==> src/rtl/shooter_pkg.sv <==
// Shared game definitions: lane count, BCD digit width and resolver FSM states.
package shooter_pkg;

  localparam int LANES      = 16;
  localparam int BCD_W      = 4;
  localparam int BCD_DIGITS = 4;

  typedef enum logic [1:0] {
    ST_IDLE     = 2'd0,
    ST_SCAN     = 2'd1,
    ST_COOLDOWN = 2'd2
  } state_t;

endpackage

==> src/rtl/bcd_score_counter.sv <==
// Four-digit packed BCD counter: +1 with decimal carry, saturating at 9999,
// synchronous clear taking priority over increment.
module bcd_score_counter
  import shooter_pkg::*;
(
  input  logic        clk,
  input  logic        rst,
  input  logic        inc,
  input  logic        clr,
  output logic [15:0] value
);

  logic [15:0] value_q, value_d;

  // Next value: clear, else ripple a decimal carry through the digits unless saturated.
  always_comb begin
    logic             carry;
    logic [BCD_W-1:0] dig;
    value_d = value_q;
    carry   = 1'b0;
    dig     = '0;
    if (clr) begin
      value_d = '0;
    end else if (inc && (value_q != 16'h9999)) begin
      carry = 1'b1;
      for (int unsigned i = 0; i < BCD_DIGITS; i++) begin
        dig = value_q[i*BCD_W +: BCD_W];
        if (carry) begin
          if (dig == BCD_W'(9)) begin
            dig = '0;
          end else begin
            dig   = dig + BCD_W'(1);
            carry = 1'b0;
          end
        end
        value_d[i*BCD_W +: BCD_W] = dig;
      end
    end
  end

  // Score register.
  always_ff @(posedge clk or posedge rst) begin
    if (rst) value_q <= '0;
    else     value_q <= value_d;
  end

  assign value = value_q;

endmodule

==> src/rtl/shot_resolver.sv <==
// Shot resolver: latches the lane hit mask on fire, scans one lane per cycle
// for live enemies, pulses kills, scores them in BCD, then locks out fire.
module shot_resolver #(
  parameter int LANES           = shooter_pkg::LANES,
  parameter int COOLDOWN_CYCLES = 12_500_000
) (
  input  logic             clk,
  input  logic             rst,
  input  logic             fire,
  input  logic [LANES-1:0] angles_hit,
  input  logic [LANES-1:0] enemy_alive,
  input  logic             score_clear,
  output logic [LANES-1:0] kill,
  output logic [15:0]      score,
  output logic             ready,
  output logic             shot_done
);

  localparam int IDX_W = (LANES > 1) ? $clog2(LANES) : 1;
  localparam int CNT_W = $clog2(COOLDOWN_CYCLES + 1);

  shooter_pkg::state_t state_q, state_d;
  logic [IDX_W-1:0]    idx_q, idx_d;
  logic [LANES-1:0]    hit_q, hit_d;
  logic [CNT_W-1:0]    cnt_q, cnt_d;
  logic                inc;

  // Next-state and output decode for IDLE -> SCAN -> COOLDOWN.
  always_comb begin
    state_d   = state_q;
    idx_d     = idx_q;
    hit_d     = hit_q;
    cnt_d     = cnt_q;
    kill      = '0;
    inc       = 1'b0;
    ready     = 1'b0;
    shot_done = 1'b0;
    case (state_q)
      shooter_pkg::ST_IDLE: begin
        ready = 1'b1;
        if (fire) begin
          hit_d   = angles_hit;
          idx_d   = '0;
          state_d = shooter_pkg::ST_SCAN;
        end
      end
      shooter_pkg::ST_SCAN: begin
        if (hit_q[idx_q] && enemy_alive[idx_q]) begin
          kill[idx_q] = 1'b1;
          inc         = 1'b1;
        end
        if (idx_q == IDX_W'(LANES - 1)) begin
          shot_done = 1'b1;
          cnt_d     = CNT_W'(COOLDOWN_CYCLES - 1);
          state_d   = shooter_pkg::ST_COOLDOWN;
        end else begin
          idx_d = idx_q + IDX_W'(1);
        end
      end
      shooter_pkg::ST_COOLDOWN: begin
        if (cnt_q == '0) state_d = shooter_pkg::ST_IDLE;
        else             cnt_d   = cnt_q - CNT_W'(1);
      end
      default: state_d = shooter_pkg::ST_IDLE;
    endcase
  end

  // FSM, lane index, latched hit mask and cooldown counter.
  always_ff @(posedge clk or posedge rst) begin
    if (rst) begin
      state_q <= shooter_pkg::ST_IDLE;
      idx_q   <= '0;
      hit_q   <= '0;
      cnt_q   <= '0;
    end else begin
      state_q <= state_d;
      idx_q   <= idx_d;
      hit_q   <= hit_d;
      cnt_q   <= cnt_d;
    end
  end

  bcd_score_counter u_score (
    .clk   (clk),
    .rst   (rst),
    .inc   (inc),
    .clr   (score_clear),
    .value (score)
  );

endmodule

==> config.mk <==
export PLATFORM = sky130hd
export DESIGN_NAME = shot_resolver
export DESIGN_NICKNAME = d
export VERILOG_FILES = /design/src/rtl/shooter_pkg.sv /design/src/rtl/bcd_score_counter.sv /design/src/rtl/shot_resolver.sv
export SDC_FILE = /design/constraint.sdc
export NUM_CORES = 1
export LEC_CHECK = 0
export ABC_AREA = 1
export BUFFER_PORTS_ARGS = -buffer_cell sky130_fd_sc_hd__buf_4
export CAP_MARGIN = 20
export CORE_MARGIN = 10
export CORE_UTILIZATION = 25
export CTS_BUF_LIST = sky130_fd_sc_hd__clkbuf_16
export DETAILED_ROUTE_END_ITERATION = 16
export PLACE_DENSITY = 0.45
export REMOVE_ABC_BUFFERS = 1
export SLEW_MARGIN = 20
export SYNTH_ARGS = -nofsm -noshare
export SYNTH_HDL_FRONTEND = slang
export SYNTH_HIERARCHICAL = 1
export SYNTH_SLANG_ARGS = --single-unit
==> constraint.sdc <==
create_clock -name clk -period 2.5 [get_ports clk]
set_clock_uncertainty 0.2 [all_clocks]
set_input_delay 0.125 -clock clk [delete_from_list [all_inputs] [get_ports clk]]
set_output_delay 0.125 -clock clk [all_outputs]
set_load 0.05 [all_outputs]
**Yosys cells after proc, flatten, opt, wreduce, memory -nomap -nowiden**

Index checks and enable logic that the tools add are counted.

- Flip-flop bits (word level): 62
- Output and inout bits: 34
- Word-level logic and storage cells: 90

- $add $sub $neg: 6
- Magnitude comparators: 2
- Equal/unequal tests: 13
- Multiplexer cells: 43
- Reduce and logical (&&, ||, !) cells: 18

Operator list:

| operator | count |
|---|---|
| 2-to-1 mux 16 bit | 4 |
| 2-to-1 mux 24 bit | 2 |
| one-hot mux 24 bit (2 select lines) | 1 |
| 2-to-1 mux 4 bit | 9 |
| logical NOT 24 bit | 1 |
| subtractor 24 x 1 -> 24 bit (second input constant) | 1 |
| adder 4 x 1 -> 4 bit (second input constant) | 5 |
| equality test 4 bit (second input constant) | 5 |
| 2-to-1 mux 1 bit | 19 |
| inequality test 16 bit (second input constant) | 1 |
| nonzero test 2 bit | 6 |
| inequality test 2 bit (second input constant) | 5 |
| AND reduction 3 bit | 3 |
| binary-select mux 1 bit (select 4 bit) | 2 |
| one-hot mux 4 bit (2 select lines) | 1 |
| AND reduction 2 bit | 4 |
| 2-to-1 mux 2 bit | 3 |
| one-hot mux 2 bit (3 select lines) | 1 |
| < comparator 4 x 5 -> 1 bit (second input constant) | 1 |
| demux 1 bit (select 4 bit) | 1 |
| >= comparator 4 x 1 -> 1 bit (second input constant) | 1 |
| logical AND 1 bit | 3 |
| equality test 2 x 1 -> 1 bit (second input constant) | 1 |
| equality test 2 bit (second input constant) | 1 |
| logical NOT 2 bit | 1 |

**Depth between registers and ports, before layout**

Gate-level depths: netlist of the first run.

- Depth after elaboration: 17
- Mapped depth: 18

**Cells and area by module**

The synthesis of the first run kept the hierarchy.

By module, submodules not included:

| module | instances | cells an instance | area an instance (um^2) | seq. area each (um^2) |
|---|---|---|---|---|
| shot_resolver | 1 | 455 | 2989.1 | 1151.1 |
| bcd_score_counter | 1 | 130 | 1009.7 | 400.4 |

**Worst setup path after synthesis of the first run**

OpenSTA, ideal clock, no wires.

- Path type: register to register
- Start: register idx_q[0]
- End: register cnt_q[1]
- Arrival time: 2126 ps
- Required time: 2174 ps
- Setup slack: 47 ps
- Cell stages (with the launch flop): 10
- Period minus slack after synthesis: 2453 ps
- Cell sequence: dfrtp_1 ha_1 inv_1 nor2_1 inv_1 nor2_1 inv_2 nand2_2 buf_6 o21ai_0

- Word-level cells in the longest chain between the ends: 3

Ends and longest elaborated chain:

| item | line | RTL |
|---|---|---|
| from (decl) | shot_resolver.sv:23 | `logic [IDX_W-1:0] idx_q, idx_d;` |
| from (signal assigned) | shot_resolver.sv:77 | `idx_q <= idx_d;` |
| equality test 4 bit | shot_resolver.sv:52 | `if (idx_q == IDX_W'(LANES - 1)) begin` |
| inequality test 2 bit (no source line) | n/a |  |
| AND reduction 3 bit (no source line) | n/a |  |
| to (signal assigned) | shot_resolver.sv:79 | `cnt_q <= cnt_d;` |
| to (decl) | shot_resolver.sv:25 | `logic [CNT_W-1:0] cnt_q, cnt_d;` |

Every way passes these cells.
A chain may end at the register's enable or synchronous reset.

**Final worst setup path of the first run**

- Start: register idx_q[0]
- End: output port kill[11]

- Word-level cells in the longest chain between the ends: 6
- Elaborated cells between the ends (all ways): 12
- Those cells by class: 2 x order compare; 8 x mux; 2 x reduce/logical

Ends and longest elaborated chain:

| item | line | RTL |
|---|---|---|
| < comparator 4 x 5 -> 1 bit (implied by the code) or >= comparator 4 x 1 -> 1 bit (tied branches) | shot_resolver.sv:49 | `kill[idx_q] = 1'b1;` |
| logical AND 1 bit (implied by the code) | shot_resolver.sv:49 |  |
| 2-to-1 mux 1 bit (implied by the code) | shot_resolver.sv:49 |  |
| demux 1 bit (select 4 bit) | shot_resolver.sv:49 |  |
| 2-to-1 mux 16 bit (*) | shot_resolver.sv:48 | `if (hit_q[idx_q] && enemy_alive[idx_q]) begin` |
| 2-to-1 mux 16 bit (*) | shot_resolver.sv:38 | `case (state_q)` |
| to (decl) | shot_resolver.sv:13 | `output logic [LANES-1:0] kill,` |

Mark *: on every way between the ends. The rest lies on a longest branch, timed or not. The select of a mux whose other input is x is not followed.

==> impl_results.md, run 1 <==
* Status: finished clean
* Final Util at 0.343
* Critical-path cell list: buf_6 > o21ai_0 > o21ai_0 > nand2_1 > nand2_1 > inv_1 > nand2_2 > nand2_2 > nor2_2 > buf_4
* NumNets Final at between 700 and 800
* Iteration-0 DRC Markers at a little under 200
* Cell with the largest stage delay on the worst path: dfrtp_1
* Initial antenna violation count at 0
* M1 GR Usage at 0.135
* Met3 usage at 0.0287
* Max incr delay on CP at approximately 420 ps
* Power Density at a little over 500 nW/um^2
* Antenna Cells at 0
* Combinational share of power at 0.114
* Worst setup SP type: register
* Final Cycle Share at 0.944
* Buffer levels on the longest clock path at 2
* Setup slack after placement at roughly 180 ps
* Synth top area share at 0.388
* Wirelength per Cell at between 10 and 15 microns
* Max-cap viol count at 0
* Die Wd at roughly 150 microns
* VDD IR max at about 0.30 mV
* Crit Path Max Fanout at 14
* Layout area overhead at 35.5%
* H-tree depth at 3
* Synthesis Warnings at 6
* Residual DRC at 0
* Clock slew at reported path FFs at ~50 ps
* Final worst setup slack at between 100 and 150 ps
* CTS tree: yes
* Die area at 21500 sq um
* Register share of total power at 0.382
* Sw frac at 0.243
* GRT overflow at 0
* Cells after synthesis at 585
* Area after DPL at 4820 sq um
* EDFF count, synth at 0
* DRT Pass-1 Iters at 6
* I/O pins at 70
* Fin. max-slew vios at 0
* Syn_area_per_cell at 6.84 sq um
* GRT Total Usage at 0.107
* Synth area leader: dfrtp_1
* Final Hold Vio Count at 0
* Clk_lat worst skew at ~340 ps
* Buf/Inv on CP at 3
* FP Rows at 46
* RSZ-0062 raised after global routing: yes
* Vias at between 3k and 4k
* Sw power at about 0.68 mW
* Cts bufs inserted at 9
* Crit. End Element: primary output
* Synth Register Bits at 62
* Setup TNS at 0 ps
* Global-route wire length before repair at 19000 microns
* Fin crit period at around 2400 ps
* # setup viols final at 0
* Vias per inst at ~4.3
* Sequential area share after synthesis at 0.388
* Crit path DAT at slightly above 2000 ps
* Design Area, Final at 5420 sq um
* Clock network power share at 0.504
* F_max at 424 MHz
* Clk root buf: clkbuf_16
* Core Region at between 15000 and 20000 sq um
* Detailed placement HPWL at between 8000 and 9000 microns
* Met2 global-route usage at 0.171
* Fillers at ~1.7k
* Final Non-Filler Cells at 909
* Vias in the first global route at 3810
* Post-synthesis async set-or-reset flop share at 1.00
* GPL Wtd Cong at between 0.7 and 0.8
* Leak at 2.73 nW
* Detailed Route WL at ~11000 microns
* Remaining antenna violation count at 0
* CP required at around 2200 ps
* Crit-path leading delay family: simple AND/OR/NAND/NOR gates
* Die Span Y at 146 microns
* Top_reg_cell synth: dfrtp_1
* Slew margin rel. at 0.555
* Cell area after synthesis at around 4000 sq um
* Dpl cells at between 800 and 900
* Gr busiest metal: met2
* Worst-margin pin slew at around 670 ps
* CP Class: register to primary output
* Largest net degree at the start of global routing at 26
* Worst hold slack at between 50 and 60 ps
* Initial core utilization at 0.254
* Post-synth cell types at 29
* Clk sink count at 62
* Area contributors post-synth: dfrtp_1 (39%), nand2_1 (18%), nand3_1 (7.5%), nor2_1 (7.4%), inv_1 (6.2%)
* Share of post-route cells with drive strength above 1 at 0.201
* Design Power at around 2.8 mW
* Internal at about 2.1 mW
* Port Buf Inserts at 69
* Hold Crit Class: primary input to register
## registers in the layout, indices dropped and copies added (netlist names)
register / count
state_q: 2
u_score/value: 16
cnt_q: 24
hit_q: 16
idx_q: 4
## cell type report
| type | count | area, sq um | share of cell area |
|---|---|---|---|
| multi-input combinational | 438 | 2110 | 0.389 |
| clock inverter | 6 | 103 | 0.0189 |
| tap | 216 | 270 | 0.0499 |
| clock buffer | 9 | 225 | 0.0416 |
| timing repair buffer | 106 | 882 | 0.163 |
| sequential | 62 | 1550 | 0.287 |
| inverter | 72 | 277 | 0.0511 |
## path summary, 6_finish.rpt
| kind | startpoint | to | slack (ps) | cells after the start |
|---|---|---|---|---|
| setup / recovery | idx_q[0]$_DFFE_PP0P_ | kill[11] | 140 | 10 |
| hold / removal | fire | hit_q[11]$_DFFE_PP0P_ | 60 | 5 |
| setup reg to reg | idx_q[0]$_DFFE_PP0P_ | u_score/value[9]$_DFFE_PP0P_ | 230 | 15 |
| hold reg to reg | hit_q[0]$_DFFE_PP0P_ | hit_q[0]$_DFFE_PP0P_ | 280 | 2 |
| max in group asynchronous | rst | hit_q[1]$_DFFE_PP0P_ | 1290 | 4 |
| min in group asynchronous | rst | cnt_q[10]$_DFFE_PP0P_ | 210 | 3 |
## worst min-delay path, cell delays in order
cell and delay (ps):
buf_4 80, nand2_1 50, buf_4 180, nand2_1 70, nand2_1 40
## layout by cell type (no fill, tap or decap)
master         netlist  routed
clkinvlp_4           0       1
nand4_1              7       7
nand3b_1             6       6
clkinv_2             0       1
inv_1               66      65
inv_2                6       6
xor2_1               4       4
bufinv_16            0       3
buf_6                3      11
nor4_1               1       1
nand3_2              2       2
dfrtp_1             62      61
xnor2_1              6       6
o22ai_1              1       1
dfrtp_2              0       1
buf_4                2      77
dlygate4sd3_1        0      18
nor3b_1              1       1
o211ai_1             3       3
nor3_1               6       6
clkbuf_16            0       9
o21ai_0             24      24
and3_1               2       2
nand2_4              2       2
nor2_4               2       2
clkinv_1             0       1
nor2_2              11      15
ha_1                14      14
a21oi_1              4       4
nor2_1              79      75
nand2_2              6       8
nand3_1             60      60
nand2_1            190     189
o21ai_1              6       6
inv_4                0       1
## cells in the mapped netlist (3+ instances only)
| library cell | count |
|---|---|
| inv_1 | 66 |
| buf_2 | 5 |
| nor3_1 | 6 |
| xor2_1 | 4 |
| o21ai_1 | 6 |
| dfrtp_1 | 62 |
| o21ai_0 | 24 |
| nand4_1 | 7 |
| xnor2_1 | 6 |
| ha_1 | 14 |
| buf_6 | 3 |
| nand2_2 | 6 |
| inv_2 | 6 |
| nand2_1 | 190 |
| clkbuf_1 | 4 |
| o211ai_1 | 3 |
| nand3b_1 | 6 |
| a21oi_1 | 4 |
| nor2_1 | 79 |
| nand3_1 | 60 |
| nor2_2 | 11 |
## per-layer routing
metal | vias to the layer above | wire length [microns]
met1 | 1778 | 5410
met4 | 0 | 144
met5 | - | 0
met3 | 12 | 404
li1 | 2047 | -
met2 | 67 | 5370
## what timing repair did
item / in CTS / in global routing
gates resized for setup: 0 / 19
buffers inserted: 0 / 3
hold buffers: 18 / 0
hold endpoints to repair: 56 / 0
endpoints found under the setup margin: 0 / 28
## cells by family after synthesis
logic type,Yosys count,synth area share
XOR/XNOR,10,0.0219
AO/OA/AOI/OAI,38,0.0498
buffers and inverters,86,0.0898
adder cells (fa/ha/maj),14,0.0438
flip-flops,62,0.388
AND/OR/NAND/NOR,375,0.407
## power groups by stage
stage                     Combinational (mW)  Sequential [mW]  Clock (mW)
after floorplan                        0.100             1.16           0
after CTS                              0.324             1.07        1.45
after detailed placement               0.300             1.09           0
final                                  0.318             1.07        1.41
after global placement                 0.299             1.09           0
after global routing                   0.351             1.07        1.50
(Power assumes the default switching activity.)
==> run 2: changes to the inputs <==
--- a/config.mk
+++ b/config.mk
@@ -6,7 +6,7 @@
 export NUM_CORES = 1
 export LEC_CHECK = 0
 export ABC_AREA = 1
-export BUFFER_PORTS_ARGS = -buffer_cell sky130_fd_sc_hd__buf_4
+export BUFFER_PORTS_ARGS = -buffer_cell sky130_fd_sc_hd__buf_2
 export CAP_MARGIN = 20
 export CORE_MARGIN = 10
 export CORE_UTILIZATION = 25
==> run 2 against run 1 <==
Against the previous run: setup slack improved by 56 ps; highest routed layer unchanged; sequential cell count unchanged; critical path type unchanged; power decreased by 8.2%; die area unchanged; utilization decreased by 1.2 points; register-to-register slack improved by 130 ps; clock power decreased by 14%; design area decreased by 3.4%; combinational power decreased by 8.5%; critical path depth increased by 2.
==> impl_results.md, run 2 (synthesized netlist as in run 1, its figures left out) <==
* Status: finished clean (unchanged)
* CP Class: register to primary output (unchanged)
* Max-cap viol count at 0 (unchanged)
* Setup slack after placement at 169 ps (was 178 ps)
* CTS tree: yes (unchanged)
* Worst-margin pin slew at 660 ps (was 667 ps)
* Die area at 21500 sq um (unchanged)
* Clock slew at reported path FFs at 60 ps (was 50 ps)
* Detailed Route WL at 11400 microns (was 11300 microns)
* Buffer levels on the longest clock path at 2 (unchanged)
* Met3 usage at 0.0219 (was 0.0287)
* Fin. max-slew vios at 0 (unchanged)
* Share of post-route cells with drive strength above 1 at 0.198 (was 0.201)
* GPL Wtd Cong at 0.812 (was 0.791)
* H-tree depth at 3 (unchanged)
* Cts bufs inserted at 9 (unchanged)
* VDD IR max at 0.292 mV (was 0.305 mV)
* Sw frac at 0.266 (was 0.243)
* Vias per inst at 4.33 (was 4.29)
* Die Span Y at 146 microns (unchanged)
* Fin crit period at 2300 ps (was 2360 ps)
* Met2 global-route usage at 0.180 (was 0.171)
* Design Area, Final at 5230 sq um (was 5420 sq um)
* Wirelength per Cell at 12.6 microns (was 12.5 microns)
* Die Wd at 146 microns (unchanged)
* Crit. End Element: primary output (unchanged)
* Global-route wire length before repair at 19700 microns (was 19000 microns)
* Antenna Cells at 0 (unchanged)
* Crit Path Max Fanout at 15 (was 14)
* Vias in the first global route at 4093 (was 3810)
* Area after DPL at 4650 sq um (was 4820 sq um)
* Leading cell type in the layout, fill and taps excluded: nand2_1 (unchanged)
* Slew margin rel. at 0.560 (was 0.555)
* Design Power at 2.57 mW (was 2.79 mW)
* Clock network power share at 0.471 (was 0.504)
* Clk_lat worst skew at 330 ps (was 340 ps)
* Reg-to-reg endpoint: u_score/value[9]$_DFFE_PP0P_ (unchanged)
* # setup viols final at 0 (unchanged)
* FP Rows at 46 (unchanged)
* I/O pins at 70 (unchanged)
* Remaining antenna violation count at 0 (unchanged)
* Detailed placement HPWL at 8450 microns (was 8400 microns)
* R2r setup slk at 360 ps (was 230 ps)
* Worst hold slack at 258 ps (was 58.3 ps)
* Worst setup SP type: register (unchanged)
* Hold Crit Class: primary input to async pin (was primary input to register)
* Fillers at 1743 (was 1713)
* Residual DRC at 0 (unchanged)
* Vias at 3929 (was 3904)
* M1 GR Usage at 0.139 (was 0.135)
* Sw power at 0.684 mW (was 0.679 mW)
* Layout area overhead at 30.9% (was 35.5%)
* Clk sink count at 62 (unchanged)
* Final Hold Vio Count at 0 (unchanged)
* RSZ-0062 raised after global routing: no (was yes)
* Internal at 1.88 mW (was 2.12 mW)
* GRT Total Usage at 0.110 (was 0.107)
* Initial core utilization at 0.254 (unchanged)
* RR Startpoint: idx_q[0]$_DFFE_PP0P_ (unchanged)
* F_max at 434 MHz (was 424 MHz)
* Power Density at 490 nW/um^2 (was 516 nW/um^2)
* Gr busiest metal: met2 (unchanged)
* Core Region at 15800 sq um (unchanged)
* Port Buf Inserts at 69 (unchanged)
* Top reg by flops: cnt_q (unchanged)
* CP required at 2170 ps (about the same)
* Largest net degree at the start of global routing at 47 (was 26)
* Register share of total power at 0.416 (was 0.382)
* Final worst setup slack at 196 ps (was 140 ps)
* Max reg flops at 24 (unchanged)
* Combinational share of power at 0.113 (was 0.114)
* Setup Buffers After CTS at 0 (unchanged)
* R2r worst-path depth at 16 (was 15)
* DRT Pass-1 Iters at 4 (was 6)
* Initial antenna violation count at 0 (unchanged)
* Most frequent cells in the layout: nand2_1 (189), nor2_1 (74), inv_1 (66) (was nand2_1 (189), buf_4 (77), nor2_1 (75))
* Clk root buf: clkbuf_16 (unchanged)
* Leak at 2.67 nW (was 2.73 nW)
* Final Cycle Share at 0.922 (was 0.944)
* Crit path DAT at 1980 ps (was 2030 ps)
* Iteration-0 DRC Markers at 211 (was 199)
* NumNets Final at 737 (was 739)
* GRT overflow at 0 (unchanged)
[run 2: changes by cell type in the layout (fill, tap and decap cells not counted), sizes merged]
cell	before	now
buf	88	80
bufinv	3	1
clkbuf	9	14
clkinv	2	3
dlygate4sd3	18	20
inv	72	73
nand2	199	198
[run 2: how the worst max path moves through the flow]
| stage | startpoint | end | slack, ps | cells past startpoint |
|---|---|---|---|---|
| after detailed placement | idx_q[1]$_DFFE_PP0P_ | kill[15] | 170 | 12 |
| after floorplan | idx_q[0]$_DFFE_PP0P_ | cnt_q[18]$_DFFE_PP0P_ | -480 | 10 |
| final | idx_q[0]$_DFFE_PP0P_ | kill[14] | 200 | 12 |
| after global routing | idx_q[0]$_DFFE_PP0P_ | kill[5] | 10 | 12 |
| after global placement | idx_q[1]$_DFFE_PP0P_ | kill[15] | 200 | 12 |
| after CTS | idx_q[0]$_DFFE_PP0P_ | kill[15] | 2 | 12 |
[run 2: power by group through the flow]
stage                     clock network [mW]  logic (mW)  registers, mW
after global routing                    1.28       0.323           1.07
after floorplan                            0       0.100           1.16
after global placement                     0       0.269           1.08
final                                   1.21       0.291           1.07
after detailed placement                   0       0.272           1.09
after CTS                               1.25       0.296           1.07
[run 2: final cells by class]
class,count,area (sq um),share of cell area
tap,216,270,0.0516
inverter,72,275,0.0526
multi-input combinational,437,2110,0.402
clock buffer,9,225,0.0430
timing repair buffer,105,748,0.143
clock inverter,6,55.1,0.0105
sequential,62,1550,0.297
[run 2: worst max-delay path, stage by stage, from the launching register on]
cell and delay [ps]:
dfrtp_2 460, buf_8 170, nand2_1 70, nand3_1 80, nand2_1 80, nand2_1 50
nand2_1 60, nor2_1 60, nor2_4 110, nand2_4 60, buf_12 150, nor2_2 80
clkbuf_4 230
[run 2: timing repair]
item | 4_1_cts | 5_1_grt
endpoints found under the hold margin | 80 | 0
hold buffers | 20 | 0
gates resized for setup | 7 | 38
pin swaps | 0 | 0
setup endpoints to repair | 16 | 25
[run 2: stage by stage]
stage	instances	util	TNS (ps)
2_1_floorplan	571	-	-6970
3_3_place_gp	872	0.295	0
3_5_place_dp	872	0.295	0
4_1_cts	907	0.326	0
5_1_grt	907	0.332	0
6_report	907	0.332	0
[run 2: metal layers]
metal / up-vias / share of wire / wire (microns)
li1: 2039 / - / -
met1: 1822 / 0.48 / 5530
met2: 55 / 0.47 / 5340
met3: 13 / 0.034 / 383
met4: 0 / 0.014 / 159
met5: - / 0 / 0
